--- src/rtl/alu_seq_acc_if.sv ---
// Operand/control and result bundle between the switch/key inputs and the
// accumulator ALU; the ALU sits on the slave side.
interface alu_seq_acc_if #(
    parameter int W = 4
);
    logic [W-1:0]   A;
    logic [2:0]     Function;
    logic           start;
    logic [2*W-1:0] ALUout;
    logic           busy;
    logic           done;

    modport master (
        output A, Function, start,
        input  ALUout, busy, done
    );

    modport slave (
        input  A, Function, start,
        output ALUout, busy, done
    );
endinterface

--- src/rtl/alu_seq_acc.sv ---
// Registered accumulator ALU: operand B is the low half of the result register.
// Define ALU_MUL_EN to build the multi-cycle shift-add multiplier for Function 111.
module alu_full_adder (
    input  logic a_i,
    input  logic b_i,
    input  logic c_i,
    output logic s_o,
    output logic c_o
);
    assign s_o = a_i ^ b_i ^ c_i;
    assign c_o = (a_i & b_i) | (c_i & (a_i ^ b_i));
endmodule

// state | meaning
// S_IDLE | waiting for start; single-cycle ops complete here
// S_MUL  | shift-add iterations in progress, busy high
module alu_seq_acc #(
    parameter int W = 4
) (
    input logic           Clock,
    input logic           Reset_b,
    alu_seq_acc_if.slave  bus
);
    localparam int RW = 2 * W;

    logic [RW-1:0] alu_out_q, alu_out_d;
    logic          done_q, done_d;
    logic [W-1:0]  a_op;
    logic [W-1:0]  b_op;
    logic [2:0]    func;
    logic [W:0]    carry;
    logic [W-1:0]  sum;
    logic [RW-1:0] single_res;

    assign a_op = bus.A;
    assign func = bus.Function;
    assign b_op = alu_out_q[W-1:0];

    assign carry[0] = 1'b0;
    for (genvar i = 0; i < W; i++) begin : g_ripple
        alu_full_adder u_fa (
            .a_i (a_op[i]),
            .b_i (b_op[i]),
            .c_i (carry[i]),
            .s_o (sum[i]),
            .c_o (carry[i+1])
        );
    end

    // Function 111 resolves to zero here; the multiplier path bypasses this mux.
    always_comb begin
        single_res = '0;
        unique case (func)
            3'b000:  single_res = {{(W-1){1'b0}}, carry[W], sum};
            3'b001:  single_res = {{W{1'b0}}, sum};
            3'b010:  single_res = {{W{b_op[W-1]}}, b_op};
            3'b011:  single_res = {{(RW-1){1'b0}}, |{a_op, b_op}};
            3'b100:  single_res = {{(RW-1){1'b0}}, &{a_op, b_op}};
            3'b101:  single_res = {a_op, b_op};
            3'b110:  single_res = {{W{1'b0}}, b_op} << a_op;
            default: single_res = '0;
        endcase
    end

`ifdef ALU_MUL_EN
    localparam int CW = (W > 2) ? $clog2(W) : 1;

    typedef enum logic {
        S_IDLE = 1'b0,
        S_MUL  = 1'b1
    } state_t;

    state_t        state_q, state_d;
    logic [CW-1:0] cnt_q, cnt_d;
    logic [RW-1:0] mcand_q, mcand_d;
    logic [W-1:0]  mplier_q, mplier_d;
    logic [RW-1:0] prod_q, prod_d;
    logic [RW-1:0] prod_step;

    always_ff @(posedge Clock or negedge Reset_b) begin
        if (!Reset_b) begin
            state_q  <= S_IDLE;
            cnt_q    <= '0;
            mcand_q  <= '0;
            mplier_q <= '0;
            prod_q   <= '0;
        end else begin
            state_q  <= state_d;
            cnt_q    <= cnt_d;
            mcand_q  <= mcand_d;
            mplier_q <= mplier_d;
            prod_q   <= prod_d;
        end
    end

    assign prod_step = prod_q + (mplier_q[0] ? mcand_q : '0);

    always_comb begin
        state_d   = state_q;
        cnt_d     = cnt_q;
        mcand_d   = mcand_q;
        mplier_d  = mplier_q;
        prod_d    = prod_q;
        alu_out_d = alu_out_q;
        done_d    = 1'b0;
        unique case (state_q)
            S_IDLE: begin
                if (bus.start) begin
                    if (func == 3'b111) begin
                        mcand_d  = {{W{1'b0}}, a_op};
                        mplier_d = b_op;
                        prod_d   = '0;
                        cnt_d    = '0;
                        state_d  = S_MUL;
                    end else begin
                        alu_out_d = single_res;
                        done_d    = 1'b1;
                    end
                end
            end
            S_MUL: begin
                prod_d   = prod_step;
                mcand_d  = mcand_q << 1;
                mplier_d = mplier_q >> 1;
                cnt_d    = cnt_q + CW'(1);
                if (cnt_q == CW'(W - 1)) begin
                    alu_out_d = prod_step;
                    done_d    = 1'b1;
                    state_d   = S_IDLE;
                end
            end
            default: state_d = S_IDLE;
        endcase
    end

    assign bus.busy = (state_q == S_MUL);
`else
    always_comb begin
        alu_out_d = alu_out_q;
        done_d    = 1'b0;
        if (bus.start) begin
            alu_out_d = single_res;
            done_d    = 1'b1;
        end
    end

    assign bus.busy = 1'b0;
`endif

    always_ff @(posedge Clock or negedge Reset_b) begin
        if (!Reset_b) begin
            alu_out_q <= '0;
            done_q    <= 1'b0;
        end else begin
            alu_out_q <= alu_out_d;
            done_q    <= done_d;
        end
    end

    assign bus.ALUout = alu_out_q;
    assign bus.done   = done_q;
endmodule
--- src/flat_wrapper.sv ---
// flat-port wrapper written by rule: the top's interface ports become plain ports
module alu_seq_acc_flat 
#(
    parameter int W = 4
)
  (Clock, Reset_b, bus_A, bus_Function, bus_start, bus_ALUout, bus_busy, bus_done);
  alu_seq_acc_if #(.W(W)) bus_i ();
  input logic Clock;
  input logic Reset_b;
  input wire logic [$bits(bus_i.A)-1:0] bus_A;
  input wire logic [$bits(bus_i.Function)-1:0] bus_Function;
  input wire logic [$bits(bus_i.start)-1:0] bus_start;
  output wire logic [$bits(bus_i.ALUout)-1:0] bus_ALUout;
  output wire logic [$bits(bus_i.busy)-1:0] bus_busy;
  output wire logic [$bits(bus_i.done)-1:0] bus_done;
  assign bus_i.A = bus_A;
  assign bus_i.Function = bus_Function;
  assign bus_i.start = bus_start;
  assign bus_ALUout = bus_i.ALUout;
  assign bus_busy = bus_i.busy;
  assign bus_done = bus_i.done;
  alu_seq_acc #(.W(W)) u_core (.Clock(Clock), .Reset_b(Reset_b), .bus(bus_i));
endmodule
--- config.mk ---
export PLATFORM = sky130hd
export DESIGN_NAME = alu_seq_acc_flat
export DESIGN_NICKNAME = d
export VERILOG_FILES = /design/src/rtl/alu_seq_acc_if.sv /design/src/rtl/alu_seq_acc.sv /design/src/flat_wrapper.sv
export SDC_FILE = /design/constraint.sdc
export NUM_CORES = 1
export LEC_CHECK = 0
export BUFFER_PORTS_ARGS = -buffer_cell sky130_fd_sc_hd__buf_4
export CAP_MARGIN = 15
export CORE_MARGIN = 3
export CORE_UTILIZATION = 52
export DETAILED_ROUTE_END_ITERATION = 12
export GPL_ROUTABILITY_DRIVEN = 0
export MAX_ROUTING_LAYER = met4
export PLACE_DENSITY_LB_ADDON = 0.25
export SKIP_LAST_GASP = 1
export SLEW_MARGIN = 20
export SYNTH_ARGS = -nofsm -noshare
export SYNTH_HDL_FRONTEND = slang
export SYNTH_SLANG_ARGS = --single-unit
--- constraint.sdc ---
create_clock -name Clock -period 2.3 [get_ports Clock]
set_input_delay 0 -clock Clock [delete_from_list [all_inputs] [get_ports Clock]]
set_output_delay 0 -clock Clock [all_outputs]
set_load 0.05 [all_outputs]
==> results of run 1 <==
[metal layers]
layer  track usage  share of wire  wire [µm]  vias to the layer above
li1              -              -          -                      372
met1         0.286           0.43        868                      370
met2         0.332           0.46        922                       41
met3        0.0313          0.093        188                        4
met4        0.0966          0.017         34                        0
met5             -              0          0                        -
[path summary, 6_finish.rpt]
kind	start	end	slack (ns)	cells after the start
hold / removal	Reset_b	u_core.bus.ALUout[0]	0.09	2
max in group asynchronous	Reset_b	u_core.bus.ALUout[6]	2.07	2
min in group Clock	bus_A[3]	u_core.bus.ALUout[7]	0.15	3
setup reg to reg	u_core.bus.ALUout[1]	u_core.bus.ALUout[3]	0.12	7
setup / recovery	u_core.bus.ALUout[1]	u_core.bus.ALUout[3]	0.12	7
hold reg to reg	u_core.bus.ALUout[4]	u_core.bus.ALUout[4]	0.50	2
[stage by stage]
| stage | std cells | setup slack (ns) |
|---|---|---|
| floorplan | 96 | 0.139 |
| global placement | 120 | 0.200 |
| detailed placement | 120 | 0.120 |
| CTS | 126 | 0.117 |
| global route | 126 | 0.0235 |
| finish | 126 | 0.120 |
[Yosys cell counts (2+ instances only)]
cell type  instances
buf_2              2
o21ai_0            5
nand2b_1           3
and3_1             3
o221ai_1           3
fa_1               3
nand3_1            3
a21oi_1            4
nand4b_1           2
nor4_1             2
nor2_1             4
dfrtp_1            9
mux2i_1            3
nand2_1            7
buf_4              5
ha_1               2
a221oi_1           2
nor3_1             2
clkbuf_1           2
buf_6              2
inv_1              8
[area by class of cell]
class                           instances  area, µm²  area share
Clock buffer                            4       26.3      0.0266
Timing Repair Buffer                   21        163       0.165
Sequential cell                         9        225       0.228
Inverter                                8       30.0      0.0304
Multi-Input combinational cell         68        523       0.530
Tap cell                               16       20.0      0.0203
[flip-flops by register name, indices dropped and copies added, names as in the netlist]
register / count
u_core.bus.ALUout: 8
u_core.bus.done: 1
[critical path, delay by kind of cell, from the launching register on]
kind | cells | cell delay (ns)
buffers and inverters | 2 | 0.18
AOI/OAI and AO/OA | 2 | 0.27
DFF | 1 | 0.39
adders and majority gates | 3 | 1.21
[kinds of logic after synthesis]
family	share of synthesized area
AO/OA/AOI/OAI	0.174
multiplexers	0.0482
buffers and inverters	0.126
other	0.00438
adder cells (fa/ha/maj)	0.0994
flip-flops	0.263
AND/OR/NAND/NOR	0.285
[where the power goes]
| group | total (µW) | internal [µW] | switching, µW |
|---|---|---|---|
| Sequential | 193 | 174 | 19.1 |
| Clock | 124 | 66.9 | 57.3 |
| Combinational | 225 | 83.1 | 142 |
[timing repair]
action	CTS	global route
endpoints found under the hold margin	10	0
endpoints found under the setup margin	0	0
hold buffers	2	0
==> load_flow_metrics.sql, run 1 <==
INSERT INTO impl_metrics (metric_group, metric, value, unit) VALUES
('cts', 'tritoncts_num_sinks', '9', ''),
('drt', 'vias_per_cell', '6.25', ''),
('floorplanning', 'pin_count', '20', ''),
('worst_setup_path', 'timing.critical_path.arrival', '2.32', 'ns'),
('layout', 'final.fill_count', '136', ''),
('layout', 'final_design_area_no_fill', '987', 'µm²'),
('yosys', 'most_area_consuming_cells_after_synthesis', 'dfrtp_1, fa_1, buf_4', ''),
('yosys', 'synthesis.area', '856', 'µm²'),
('floorplanning', 'design.die.area', '2170', 'µm²'),
('cts', 'cts_max_path_buffers', '2', ''),
('layout', 'layout_common_cells', 'buf_4, dfrtp_1, inv_1, nand2_1, o21ai_0', ''),
('worst_setup_path', 'cp_max_fo', '5', ''),
('layout', 'post-route-util', '0.648', ''),
('worst_setup_path', 'most_common_cell_on_crit_path', 'fa_1', ''),
('cts', 'path_clk_slew', '0.06', 'ns'),
('worst_setup_path', 'worstPathCellList', 'inv_1, fa_1, fa_1, inv_1, fa_1, a32oi_1, o21ai_0', ''),
('cts', 'clock_tree_from_tritoncts', 'done', ''),
('drt', 'firstDrtPassIters', '4', ''),
('grt', 'antenna_found_initial', '0', ''),
('timing', 'setup_viol', '0', ''),
('hold_path', 'holdCritPathClass', 'in2async', ''),
('floorplanning', 'die_w', '46.6', 'µm'),
('yosys', 'mean_post_synth_cell_area', '8.91', 'µm²'),
('grt', 'grt_overflow_total', '0', ''),
('timing', 'whs', '0.0927', 'ns'),
('drt', 'route.detailed.wl_per_inst', '16.0', 'µm'),
('place', 'io_buffers', '18', ''),
('grt', 'grt.total_usage', '0.219', ''),
('yosys', 'yosysTopAreaCellShare', '0.263', ''),
('job', 'maxCapViolations', '0', ''),
('floorplanning', 'core.rowCount', '14', ''),
('drt', 'detailroute.via_count', '787', ''),
('yosys', 'yosys_warnings', '0', ''),
('power_and_ir_drop', 'power.static_leakage', '0.000472', 'µW'),
('grt', 'via_count_of_the_first_global_routing_pass', '720', ''),
('yosys', 'yosys_register_bits', '9', ''),
('timing', 'skew', '0.00634', 'ns'),
('timing', 'fin_crit', '2.18', 'ns'),
('cts', 'cts_htree_levels', '1', ''),
('drt', 'starting_drt_drc_count', '38', ''),
('timing', 'finalHoldViolations', '0', ''),
('power_and_ir_drop', 'power-per-cell-area', '549', 'nW/µm²'),
('yosys', 'synthDominantAreaCellType', 'dfrtp_1', ''),
('layout', 'n_antenna_cell', '0', ''),
('floorplanning', 'core', '1520', 'µm²'),
('drt', 'route.final.wire_length', '2010', 'µm'),
('yosys', 'postSynthNetCount', '111', ''),
('timing', 'totalNegativeSetupSlack', '0', 'ns'),
('worst_setup_path', 'crit_slowest_cell', 'fa_1', ''),
('worst_setup_path', 'crit_path_end_kind', 'flop', ''),
('grt', 'grt_start_max_net_pins', '14', ''),
('cts', 'post_cts_resize_count', '0', ''),
('yosys', 'postSynth.asyncResetShare', '1.00', ''),
('power_and_ir_drop', 'vdd_ir_drop_max', '0.000218', 'V'),
('layout', 'final_net_count', '126', ''),
('yosys', 'ys_seq_area_frac', '0.263', ''),
('power_and_ir_drop', 'post-layout-total-power', '542', 'µW'),
('layout', 'area.growth.synth_to_final', '15.4', '%'),
('yosys', 'post_synth_inst_count', '96', ''),
('timing', 'slew_violations', '0', ''),
('cts', 'cts_buffers', '3', ''),
('layout', 'layout_commonest_cell', 'buf_4', ''),
('drt', 'drtAntennaViolNets', '0', ''),
('timing', 'timing.fmax', '459', 'MHz'),
('timing', 'min_period_over_period', '0.948', ''),
('cts', 'cts_setup_buffers', '0', ''),
('floorplanning', 'die_h', '46.6', 'µm'),
('drt', 'drc_errors', '0', ''),
('floorplanning', 'effective_utilization_at_floorplan', '0.562', ''),
('yosys', 'synth_cell_types', '41', ''),
('worst_setup_path', 'startpoint_type', 'flop', ''),
('grt', 'grt_first_pass_wirelength', '3250', 'µm'),
('status', 'result_of_the_run', 'completed', ''),
('worst_setup_path', 'max_stage_delay', '0.42', 'ns'),
('timing', 'rsz0062_at_grt', 'no', ''),
('yosys', 'synth_flop_cell', 'dfrtp_1', ''),
('worst_setup_path', 'timing.critical_path.required', '2.44', 'ns'),
('cts', 'cts_root_buffer', 'clkbuf_4', ''),
('layout', 'drive_above_1_share', '0.227', ''),
('place', 'placed_cell_area', '941', 'µm²'),
('cts', 'worst_skew_pair.late_latency', '0.26', 'ns'),
('place', 'dp_hpwl', '1550', 'µm'),
('worst_setup_path', 'timing_worst_setup_path_type', 'reg2reg', ''),
('yosys', 'count_of_flip_flops_with_a_built_in_enable_after_synthesis', '0', '');
No activity file was read; power rests on OpenSTA's default activity.
==> run 2, diff against run 1 <==
==> constraint.sdc (replaced) <==
create_clock -name Clock -period 2.3 [get_ports Clock]
set_input_delay 0.115 -clock Clock [delete_from_list [all_inputs] [get_ports Clock]]
set_output_delay 0.115 -clock Clock [all_outputs]
set_load 0.05 [all_outputs]
==> run 2 against run 1 <==
Worst setup slack improved by 0.0012 ns. Die area did not move. Clock-buffer cell count did not move. First-iteration DRC count fell by 11%. Largest cell class unchanged.
==> load_flow_metrics.sql, run 2 (synthesis gave the netlist of run 1 again) <==
INSERT INTO impl_metrics (metric_group, metric, value, unit) VALUES
('job', 'maxCapViolations', '0', ''),
('worst_setup_path', 'max_stage_delay', '0.42', 'ns'),
('cts', 'path_clk_slew', '0.06', 'ns'),
('drt', 'route.detailed.wl_per_inst', '16.2', 'µm'),
('timing', 'fin_crit', '2.18', 'ns'),
('cts', 'cts_buffers', '3', ''),
('timing', 'slew_violations', '0', ''),
('power_and_ir_drop', 'switching_power', '219', 'µW'),
('place', 'dp_hpwl', '1550', 'µm'),
('power_and_ir_drop', 'power_frac_clock', '0.229', ''),
('floorplanning', 'die_h', '46.6', 'µm'),
('timing', 'min_period_over_period', '0.947', ''),
('hold_path', 'hp-start', 'bus_start', ''),
('worst_setup_path', 'setup.worst_path.start', 'u_core.bus.ALUout[1]', ''),
('drt', 'wl_met2', '935', 'µm'),
('power_and_ir_drop', 'power-per-cell-area', '554', 'nW/µm²'),
('floorplanning', 'design.die.area', '2170', 'µm²'),
('timing', 'totalNegativeSetupSlack', '0', 'ns'),
('cts', 'cts_max_path_buffers', '2', ''),
('floorplanning', 'core', '1520', 'µm²'),
('layout', 'layout_commonest_cell', 'buf_4', ''),
('drt', 'met1Wirelength', '902', 'µm'),
('floorplanning', 'pin_count', '20', ''),
('floorplanning', 'die_w', '46.6', 'µm'),
('power_and_ir_drop', 'post-layout-total-power', '541', 'µW'),
('drt', 'firstDrtPassIters', '4', ''),
('timing', 'setup_viol', '0', ''),
('timing', 'finalHoldViolations', '0', ''),
('drt', 'met3WireLength', '145', 'µm'),
('power_and_ir_drop', 'share_seq_of_total_power', '0.357', ''),
('floorplanning', 'effective_utilization_at_floorplan', '0.562', ''),
('cts', 'post_cts_resize_count', '0', ''),
('cts', 'worst_skew_pair.late_latency', '0.26', 'ns'),
('timing', 'timing.fmax', '459', 'MHz'),
('drt', 'starting_drt_drc_count', '34', ''),
('worst_setup_path', 'timing.critical_path.arrival', '2.32', 'ns'),
('power_and_ir_drop', 'power.static_leakage', '0.000468', 'µW'),
('layout', 'area.growth.synth_to_final', '14.2', '%'),
('place', 'io_buffers', '18', ''),
('worst_setup_path', 'most_common_cell_on_crit_path', 'fa_1', ''),
('drt', 'drc_errors', '0', ''),
('worst_setup_path', 'timing.critical_path.required', '2.44', 'ns'),
('power_and_ir_drop', 'swShare', '0.404', ''),
('power_and_ir_drop', 'power_report.internal_total', '322', 'µW'),
('worst_setup_path', 'startpoint_type', 'flop', ''),
('drt', 'top_signal_layer_used', 'met4', ''),
('worst_setup_path', 'timing_worst_setup_path_type', 'reg2reg', ''),
('worst_setup_path', 'crit_slowest_cell', 'fa_1', ''),
('layout', 'layout_common_cells', 'buf_4, dfrtp_1, inv_1, nand2_1, o21ai_0', ''),
('worst_setup_path', 'worstPathCellList', 'inv_1, fa_1, fa_1, inv_1, fa_1, a32oi_1, o21ai_0', ''),
('cts', 'cts_root_buffer', 'clkbuf_4', ''),
('cts', 'cts_htree_levels', '1', ''),
('layout', 'largest_register_ff_count', '8', ''),
('layout', 'drive_above_1_share', '0.229', ''),
('layout', 'n_antenna_cell', '0', ''),
('power_and_ir_drop', 'vdd_ir_drop_max', '0.000218', 'V'),
('timing', 'worst-slew-pin-transition', '0.482', 'ns'),
('grt', 'grt_overflow_total', '0', ''),
('drt', 'vias_per_cell', '6.30', ''),
('worst_setup_path', 'crit_path_end_kind', 'flop', ''),
('drt', 'route.final.wire_length', '2020', 'µm'),
('status', 'result_of_the_run', 'completed', ''),
('grt', 'antenna_found_initial', '0', ''),
('worst_setup_path', 'cp_max_fo', '5', ''),
('cts', 'tritoncts_num_sinks', '9', ''),
('grt', 'grt.total_usage', '0.218', ''),
('worst_setup_path', 'reg2reg_from', 'u_core.bus.ALUout[1]', ''),
('grt', 'grt_start_max_net_pins', '14', ''),
('grt', 'grt_first_pass_wirelength', '3240', 'µm'),
('drt', 'detailroute.via_count', '787', ''),
('power_and_ir_drop', 'combinational_power_share', '0.414', ''),
('layout', 'final_net_count', '125', ''),
('timing', 'rsz0062_at_grt', 'no', ''),
('drt', 'drtAntennaViolNets', '0', ''),
('cts', 'clock_tree_from_tritoncts', 'done', ''),
('grt', 'via_count_of_the_first_global_routing_pass', '716', ''),
('timing', 'relSlewSlack', '0.674', ''),
('hold_path', 'holdCritPathClass', 'in2reg', ''),
('floorplanning', 'core.rowCount', '14', ''),
('timing', 'skew', '0.00602', 'ns');
==> run 2: cell count changes in the layout (fill, tap and decap cells not counted), sizes merged <==
cell         previous run  this run
dlygate4sd3             2         1
==> run 2: layout make-up <==
type	count	area, µm²
multi-input combinational	68	523
clock buffer	4	26.3
timing repair buffer	20	153
inverter	8	30.0
sequential	9	225
fill	137	547
tap	16	20.0
==> run 2: power groups by stage <==
stage	clock (µW)	combinational [µW]	sequential (µW)
final	124	224	193
after global routing	137	242	196
after CTS	124	224	192
after detailed placement	0	222	195
after global placement	0	216	195
after floorplan	0	146	213
==> run 2: worst paths after layout <==
check | endpoint | slack [ns] | cells past startpoint
worst max-delay path | u_core.bus.ALUout[3] | 0.12 | 7
worst min-delay path | u_core.bus.done | 0.06 | 1
worst max register to register | u_core.bus.ALUout[3] | 0.12 | 7
worst min register to register | u_core.bus.ALUout[4] | 0.50 | 2
max in group asynchronous | u_core.bus.ALUout[6] | 1.95 | 2
min in group asynchronous | u_core.bus.ALUout[0] | 0.21 | 2
==> run 2: layer usage <==
metal,vias up,global-route usage
li1,371,-
met5,-,-
met2,40,0.332
met3,5,0.0313
met4,0,0.0966
met1,371,0.284
==> run 2: critical path: cells and delay by family, from the launching register on <==
family | cells | cell delay (ns)
flip-flops | 1 | 0.39
AO/OA/AOI/OAI | 2 | 0.27
buffers and inverters | 2 | 0.18
adder cells (fa/ha/maj) | 3 | 1.20
==> run 2: through the flow <==
step	utilization	hold slack (ns)	instances	setup WS [ns]	cell area, µm²
floorplan	-	-0.181	96	0.139	856
global placement	0.617	-0.0562	120	0.200	941
detailed placement	0.617	-0.0534	120	0.120	941
CTS	0.641	0.0603	125	0.117	977
global route	0.641	0.0614	125	0.0235	977
finish	0.641	0.0602	125	0.121	977
==> run 2: what timing repair did <==
action | in CTS | in global routing
hold buffers | 1 | 0
hold endpoints to repair | 9 | 0
setup buffers | 0 | 0
